**src/rtl/cook_timer_ctrl.sv**
```systemverilog
// ============================================================================
// Module   : cook_timer_ctrl
// Brief    : Microwave cook timer: keypad entry of MM:SS, BCD countdown, door
//            interlock and IDLE/COOK/PAUSE/DONE control.
// Revision : 1.0 - initial release
// ============================================================================
`default_nettype none

module cook_timer_ctrl #(
    parameter int unsigned SEC_RELOAD = 5
) (
    input  logic       clk,
    input  logic       rstn,
    input  logic       tick_1hz,
    input  logic       key_valid,
    input  logic [3:0] key_digit,
    input  logic       start,
    input  logic       stop_clear,
    input  logic       door_closed,
    output logic [3:0] min_tens,
    output logic [3:0] min_units,
    output logic [3:0] sec_tens,
    output logic [3:0] sec_units,
    output logic       magnetron_on,
    output logic       done,
    output logic [1:0] state
);

    localparam logic [3:0] C_SEC_RELOAD = 4'(SEC_RELOAD);
    localparam logic [3:0] C_NINE       = 4'd9;

    typedef enum logic [1:0] {
        IDLE  = 2'b00,
        COOK  = 2'b01,
        PAUSE = 2'b10,
        DONE  = 2'b11
    } state_t;

    state_t     state_q, state_d;
    logic [3:0] min_tens_q, min_tens_d;
    logic [3:0] min_units_q, min_units_d;
    logic [3:0] sec_tens_q, sec_tens_d;
    logic [3:0] sec_units_q, sec_units_d;
    logic       magnetron_on_q, magnetron_on_d;
    logic       done_q, done_d;

    logic [3:0] mt_dec, mu_dec, st_dec, su_dec;
    logic       time_zero, dec_zero;

    // One-second BCD decrement; a seconds-tens borrow reloads to SEC_RELOAD.
    always_comb begin
        su_dec = (sec_units_q == 4'd0) ? C_NINE : sec_units_q - 4'd1;
        st_dec = sec_tens_q;
        mu_dec = min_units_q;
        mt_dec = min_tens_q;
        if (sec_units_q == 4'd0) begin
            st_dec = (sec_tens_q == 4'd0) ? C_SEC_RELOAD : sec_tens_q - 4'd1;
            if (sec_tens_q == 4'd0) begin
                mu_dec = (min_units_q == 4'd0) ? C_NINE : min_units_q - 4'd1;
                if (min_units_q == 4'd0) begin
                    mt_dec = min_tens_q - 4'd1;
                end
            end
        end
    end

    assign time_zero = ({min_tens_q, min_units_q, sec_tens_q, sec_units_q} == 16'h0000);
    assign dec_zero  = ({mt_dec, mu_dec, st_dec, su_dec} == 16'h0000);

    always_comb begin
        state_d     = state_q;
        min_tens_d  = min_tens_q;
        min_units_d = min_units_q;
        sec_tens_d  = sec_tens_q;
        sec_units_d = sec_units_q;
        case (state_q)
            IDLE: begin
                if (stop_clear) begin
                    {min_tens_d, min_units_d, sec_tens_d, sec_units_d} = 16'h0000;
                end else if (start && door_closed && !time_zero) begin
                    state_d = COOK;
                end else if (key_valid && (key_digit <= C_NINE)) begin
                    min_tens_d  = min_units_q;
                    min_units_d = sec_tens_q;
                    sec_tens_d  = sec_units_q;
                    sec_units_d = key_digit;
                end
            end
            COOK: begin
                if (!door_closed || stop_clear) begin
                    state_d = PAUSE;
                end else if (tick_1hz) begin
                    {min_tens_d, min_units_d, sec_tens_d, sec_units_d} =
                        {mt_dec, mu_dec, st_dec, su_dec};
                    if (dec_zero) begin
                        state_d = DONE;
                    end
                end
            end
            PAUSE: begin
                if (stop_clear) begin
                    state_d = IDLE;
                    {min_tens_d, min_units_d, sec_tens_d, sec_units_d} = 16'h0000;
                end else if (start && door_closed) begin
                    state_d = COOK;
                end
            end
            default: begin
                if (stop_clear || key_valid || !door_closed) begin
                    state_d = IDLE;
                end
            end
        endcase
        magnetron_on_d = (state_d == COOK);
        done_d         = (state_d == DONE);
    end

    always_ff @(posedge clk or negedge rstn) begin
        if (!rstn) begin
            state_q        <= IDLE;
            min_tens_q     <= 4'd0;
            min_units_q    <= 4'd0;
            sec_tens_q     <= 4'd0;
            sec_units_q    <= 4'd0;
            magnetron_on_q <= 1'b0;
            done_q         <= 1'b0;
        end else begin
            state_q        <= state_d;
            min_tens_q     <= min_tens_d;
            min_units_q    <= min_units_d;
            sec_tens_q     <= sec_tens_d;
            sec_units_q    <= sec_units_d;
            magnetron_on_q <= magnetron_on_d;
            done_q         <= done_d;
        end
    end

    assign min_tens     = min_tens_q;
    assign min_units    = min_units_q;
    assign sec_tens     = sec_tens_q;
    assign sec_units    = sec_units_q;
    assign magnetron_on = magnetron_on_q;
    assign done         = done_q;
    assign state        = state_q;

endmodule

`default_nettype wire
```
**config.mk**
```make
export PLATFORM = sky130hd
export DESIGN_NAME = cook_timer_ctrl
export DESIGN_NICKNAME = d
export VERILOG_FILES = /design/src/rtl/cook_timer_ctrl.sv
export SDC_FILE = /design/constraint.sdc
export NUM_CORES = 1
export LEC_CHECK = 0
export ABC_AREA = 1
export BUFFER_PORTS_ARGS = -buffer_cell sky130_fd_sc_hd__buf_2
export CAP_MARGIN = 20
export CORE_MARGIN = 2
export CORE_UTILIZATION = 40
export CTS_BUF_LIST = sky130_fd_sc_hd__clkbuf_8
export DETAILED_ROUTE_END_ITERATION = 12
export HOLD_SLACK_MARGIN = 0.06
export SLEW_MARGIN = 10
export SYNTH_ARGS = -nofsm -noshare
export SYNTH_HDL_FRONTEND = slang
export SYNTH_SLANG_ARGS = --single-unit
```
**constraint.sdc**
```tcl
create_clock -name clk -period 2.2 [get_ports clk]
set_clock_uncertainty 0.2 [all_clocks]
set_input_delay 0.11 -clock clk [delete_from_list [all_inputs] [get_ports clk]]
set_output_delay 0.11 -clock clk [all_outputs]
set_load 0.1 [all_outputs]
```
* Yosys cells after proc, flatten, opt, wreduce, memory -nomap -nowiden
Cells that the tools add are included.
Storage, ports and cells: flip-flop bits (word level) 20, output and inout bits 20
Operators by class: muxes and demuxes 43, reduce and logical (&&, ||, !) cells 16, $add $sub $neg 4, equal/unequal tests 9, $lt $le $gt $ge 1
Operator list (number):
- $mux 4 | 30
- $pmux 4 s3 | 4
- $logic_not 16->1 | 2
- $mux 2 | 8
- $sub 4x1->4 const B | 4
- $logic_not 4->1 | 3
- $ne 2x2->1 const B | 3
- $ne 3x3->1 const B | 2
- $pmux 2 s3 | 1
- $reduce_and 6->1 | 1
- $eq 2x1->1 const B | 2
- $eq 2x2->1 const B | 2
- $le 4x4->1 const B | 1
- $logic_and 1x1->1 | 3
- $logic_or 1x1->1 | 3
- $reduce_bool 3->1 | 1
- $logic_not 1->1 | 2
- $logic_not 2->1 | 1

* Logic depth before layout (Yosys ltp)
word-level depth 10, gate-level depth with buffers 16, mapped depth without buffers 16

* Worst setup path after synthesis
No wires, ideal clock.
path type reg2reg, from register state_q[0], in the netlist state[0], to register sec_units_q[1], in the netlist sec_units[1], period minus slack after synthesis 2.895 ns, path slack -0.695 ns, setup time 0.130 ns, buffers on the path 3, arrival time 2.564 ns, data required time 1.870 ns, stages on the path, launching flop included 10, path through dfrtp_1 > inv_1 > ha_1 > clkbuf_1 > or2_2 > clkbuf_1 > clkbuf_1 > o32ai_1 > nor2_1 > a21oi_1
On the way: word-level cells in the longest chain between the ends 3, elaborated cells on any way between the ends 11, those cells by class eq/ne: 7; mux: 1; reduce/logical: 3
RTL lines:
- start: declaration | line 39 | state_t state_q, state_d;
- start signal: assignment | line 128 | state_q <= state_d;
- $eq 2x1->1, or another cell as far along | line 76 | case (state_q)
- $ne 2x2->1 (no source line), or another cell as far along
- $reduce_and 6->1 (no source line)
- end signal: assignment | line 132 | sec_units_q <= sec_units_d;
- end: declaration | line 43 | logic [3:0] sec_units_q, sec_units_d;
Several ways; a longest one is shown, not always the timed one. A chain may end at the register's enable or synchronous reset.

* Worst setup path in the final report
from register sec_units_q[0], in the netlist sec_units[0], to register magnetron_on_q, in the netlist magnetron_on
On the way: word-level cells in the longest chain between the ends 8, elaborated cells on any way between the ends 17, those cells by class add/sub: 1; eq/ne: 1; mux: 10; reduce/logical: 5
RTL lines:
- $sub 4x1->4 / $logic_not 4->1 (equally long branches) | line 52, 56
- $mux 4 (on tied branches) | line 52, 56
- $logic_not 16->1 | line 68 | assign dec_zero = ({mt_dec, mu_dec, st_dec, su_dec} == 16'h0000);
- $mux 2 | line 95 | if (dec_zero) begin
- $mux 2 | line 92 | end else if (tick_1hz) begin
- $mux 2 | line 90 | if (!door_closed || stop_clear) begin
- $pmux 2 s3 (*) | line 76
- named net state_d[1] | line 39
- $eq 2x1->1 (*) | line 114 | magnetron_on_d = (state_d == COOK);
- named net magnetron_on_d | line 44 | logic magnetron_on_q, magnetron_on_d;
- end signal: assignment | line 133 | magnetron_on_q <= magnetron_on_d;
- end: declaration | line 44
The timed path passes the listed nets; every way through them passes the cells marked *.

==> results.yml <==
setup_path:
  timing.rr.end: "magnetron_on"
  reg2regPathDepth: 15
  critPathMaxStageDelay_ns: 0.50
  crit_path_category: "flip-flop to flip-flop"
  cp_cell_sequence: "inv_4 -> ha_4 -> nand2_4 -> nor2_4 -> nand3_2 -> nand2_1 -> nand2_1 -> inv_1 -> nand2_1 -> nor2_1 -> nand3_1 -> nand2_1 -> nand2_2 -> a21oi_2 -> nor2_2"
  crit_fanout: 5
  worstPathRequired_ns: 2.15
  startpoint_class: "flip-flop"
  worstReg2RegStart: "sec_units[0]"
  cp_common_cell: "sky130_fd_sc_hd__nand2_1"
  worst_path_max_delay_cell: "sky130_fd_sc_hd__dfrtp_4"
  cp.arrival_ns: 2.21
  reg2reg_slack_ns: -0.06
  crit_path_end_kind: "flip-flop"
global_route:
  first_global_vias: 1706
  grt_max_degree: 33
  grtUsageTotal: 0.2192
  gr-total-overflow: 0
  antenna_violations_before_repair: 0
  grt_pass1_wl_um: 7590
timing:
  worst_tran_pin_value_ns: 0.4870
  tightest_slew_margin_relative_to_the_limit: 0.6753
  fin_hold_ws_ns: 0.07384
  finalSetupViolCount: 2
  final_worst_slack_ns: -0.06252
  fin_crit_ns: 2.263
  report.final.slew_viol_count: 0
  finalHoldViolations: 0
  rsz0062_at_grt: "yes"
  clock.fmax_mhz: 442.0
  share_of_the_cycle_needed_by_the_critical_path_after_routing: 1.028
yosys:
  synth_enable_flop_cells: 0
  ys_warn_count: 0
  post_synth_instance_area_um2: 1600
  syn_inst: 242
  synth_flop_cell: "sky130_fd_sc_hd__dfrtp_1"
  netlist-cell-type-count: 28
  synth_nets: 262
  async_set_reset_flop_share_out_of_synthesis: 1.000
  synth_seq_area_share: 0.3127
  post_synth.cell_area_avg_um2: 6.613
  flip_flop_and_latch_count_after_synthesis: 20
detailed_routing:
  dr.max_layer_used: "met4"
  drt_drc_violations_left: 0
  vias: 1761
  wl_met1_um: 2104
  met2_wirelength_um: 2121
  vias_per_cell: 5.226
  met3WireLength_um: 229
  drt_pre_antenna_iters: 4
  route.detailed.wl_per_inst_um: 13.40
  drt_iter0_drc: 144
  drtAntennaViolNets: 0
  route.final.wire_length_um: 4515
layout:
  areaGrowthSynthToFinish_pct: 31.82
  final_cell_area_um2: 2110
  final_layout_size_suffix_gt1_frac: 0.3253
  antenna_cells: 0
  num-nets-final: 310
  core_util_final: 0.5635
floorplanning:
  fp.dieArea_um2: 4523
  dieHeight_um: 67.25
  start_util: 0.4275
  die_w_um: 67.25
  core_area_um2: 3744
  io-pin-count: 31
  number_of_rows_in_the_core_area: 22
clock_tree:
  tritoncts: "built"
  insertion_delay_ns: 0.26
  clock_tree.htree_level_count: 1
  max-clock-path-buffers: 2
  clkSlewWorstSetupHoldPaths_ns: 0.07
  clock_sink_count: 20
  cts_buffers: 3
  ctsRootBufferMaster: "sky130_fd_sc_hd__clkbuf_8"
min_path:
  worstHoldEndpoint: "sec_units[2]"
  hold_start: "key_digit[2]"
  hold_crit_depth: 5
  min_path_type: "primary input to flip-flop"
job:
  drv_cap: 0
placed_design:
  place.gp.congestion: 0.8970
  port_buffers: 30
  dp_hpwl_um: 3231
  place_area_um2: 1949
status:
  violations: "negative setup slack"
  outcome: "finished with violations"
logic make-up after synthesis:
| group | after synthesis | share of synthesized area |
|---|---|---|
| AO/OA/AOI/OAI | 46 | 0.1634 |
| adder cells (fa/ha/maj) | 9 | 0.07037 |
| buffers and inverters | 39 | 0.09460 |
| flip-flops | 20 | 0.3127 |
| AND/OR/NAND/NOR | 128 | 0.3589 |
area by class of cell:
cell class                      count  area (um^2)
Multi-Input combinational cell    183         1016
Tap cell                           48        60.06
Inverter                           32        127.6
Sequential cell                    20        531.8
Fill cell                         375         1634
Clock inverter                      1        3.754
Timing Repair Buffer               50        329.1
Clock buffer                        3        41.29
repair_timing:
action                     4_1_cts  5_1_grt
setup endpoints to repair        1       11
hold buffers                     5        0
hold endpoints to repair        27        0
buffers inserted                 0        4
resized for setup                1       11
pin swaps                        0       15
metrics by stage:
stage	TNS, ns	setup WS, ns	instances
after floorplan	-0.05086	-0.03803	242
after global placement	0	0.01672	324
after detailed placement	0	0.01336	324
after CTS	0	0.003261	333
after global routing	-0.8320	-0.2362	337
final	-0.06955	-0.06252	337
state kept, by name, summed over array words and instances, names as in the netlist:
name / count
done: 1
magnetron_on: 1
min_tens: 4
min_units: 4
sec_tens: 4
sec_units: 4
state: 2
cell usage after synthesis, types with 2 or more instances:
master	n	area [um^2]
sky130_fd_sc_hd__a21oi_1	20	100.1
sky130_fd_sc_hd__buf_2	4	20.02
sky130_fd_sc_hd__clkbuf_1	3	11.26
sky130_fd_sc_hd__dfrtp_1	20	500.5
sky130_fd_sc_hd__ha_1	9	112.6
sky130_fd_sc_hd__inv_1	31	116.4
sky130_fd_sc_hd__nand2_1	53	198.9
sky130_fd_sc_hd__nand2_2	3	18.77
sky130_fd_sc_hd__nand2_4	2	22.52
sky130_fd_sc_hd__nand3_1	21	105.1
sky130_fd_sc_hd__nand4_1	3	18.77
sky130_fd_sc_hd__nor2_1	40	150.1
sky130_fd_sc_hd__nor2_4	2	22.52
sky130_fd_sc_hd__o21ai_0	8	40.04
sky130_fd_sc_hd__o21ai_1	3	15.01
sky130_fd_sc_hd__o22ai_1	8	50.05
cell usage in the layout, fill, tap and decap left out, drive strengths merged:
cell,count
dlygate4sd3,5
clkbuf,3
a21o,1
a21oi,21
dfrtp,20
buf,45
o211ai,1
nand4,3
inv,33
o32ai,1
or2,1
nor2,44
o31ai,1
o21ai,12
o22ai,8
nand3,21
ha,9
a22oi,1
nor3,1
nand2,58
how the worst max path moves through the flow:
stage | startpoint | end | slack (ns) | cells past startpoint
after global routing | sec_units[0] | magnetron_on | -0.24 | 16
final | sec_units[0] | magnetron_on | -0.06 | 15
after CTS | sec_units[1] | magnetron_on | 0.003 | 16
after global placement | sec_units[1] | magnetron_on | 0.02 | 13
after detailed placement | sec_units[1] | magnetron_on | 0.01 | 14
after floorplan | sec_units[0] | magnetron_on | -0.04 | 15
per-layer routing:
| layer | track usage | up-vias |
|---|---|---|
| met2 | 0.3601 | 56 |
| met3 | 0.03000 | 6 |
| met1 | 0.3018 | 816 |
| met5 | 0 | - |
| met4 | 0.05867 | 0 |
| li1 | - | 883 |
worst max-delay path, delay by kind of cell (launching register included):
family	cells	cell delay (ns)
buf+inv	2	0.16
compound gates	1	0.16
flops	1	0.50
fa+ha+maj	1	0.17
simple gates	11	0.96
Power is not shown: default switching activity piles up to over one toggle a cycle in this logic, so the estimate is an artifact.
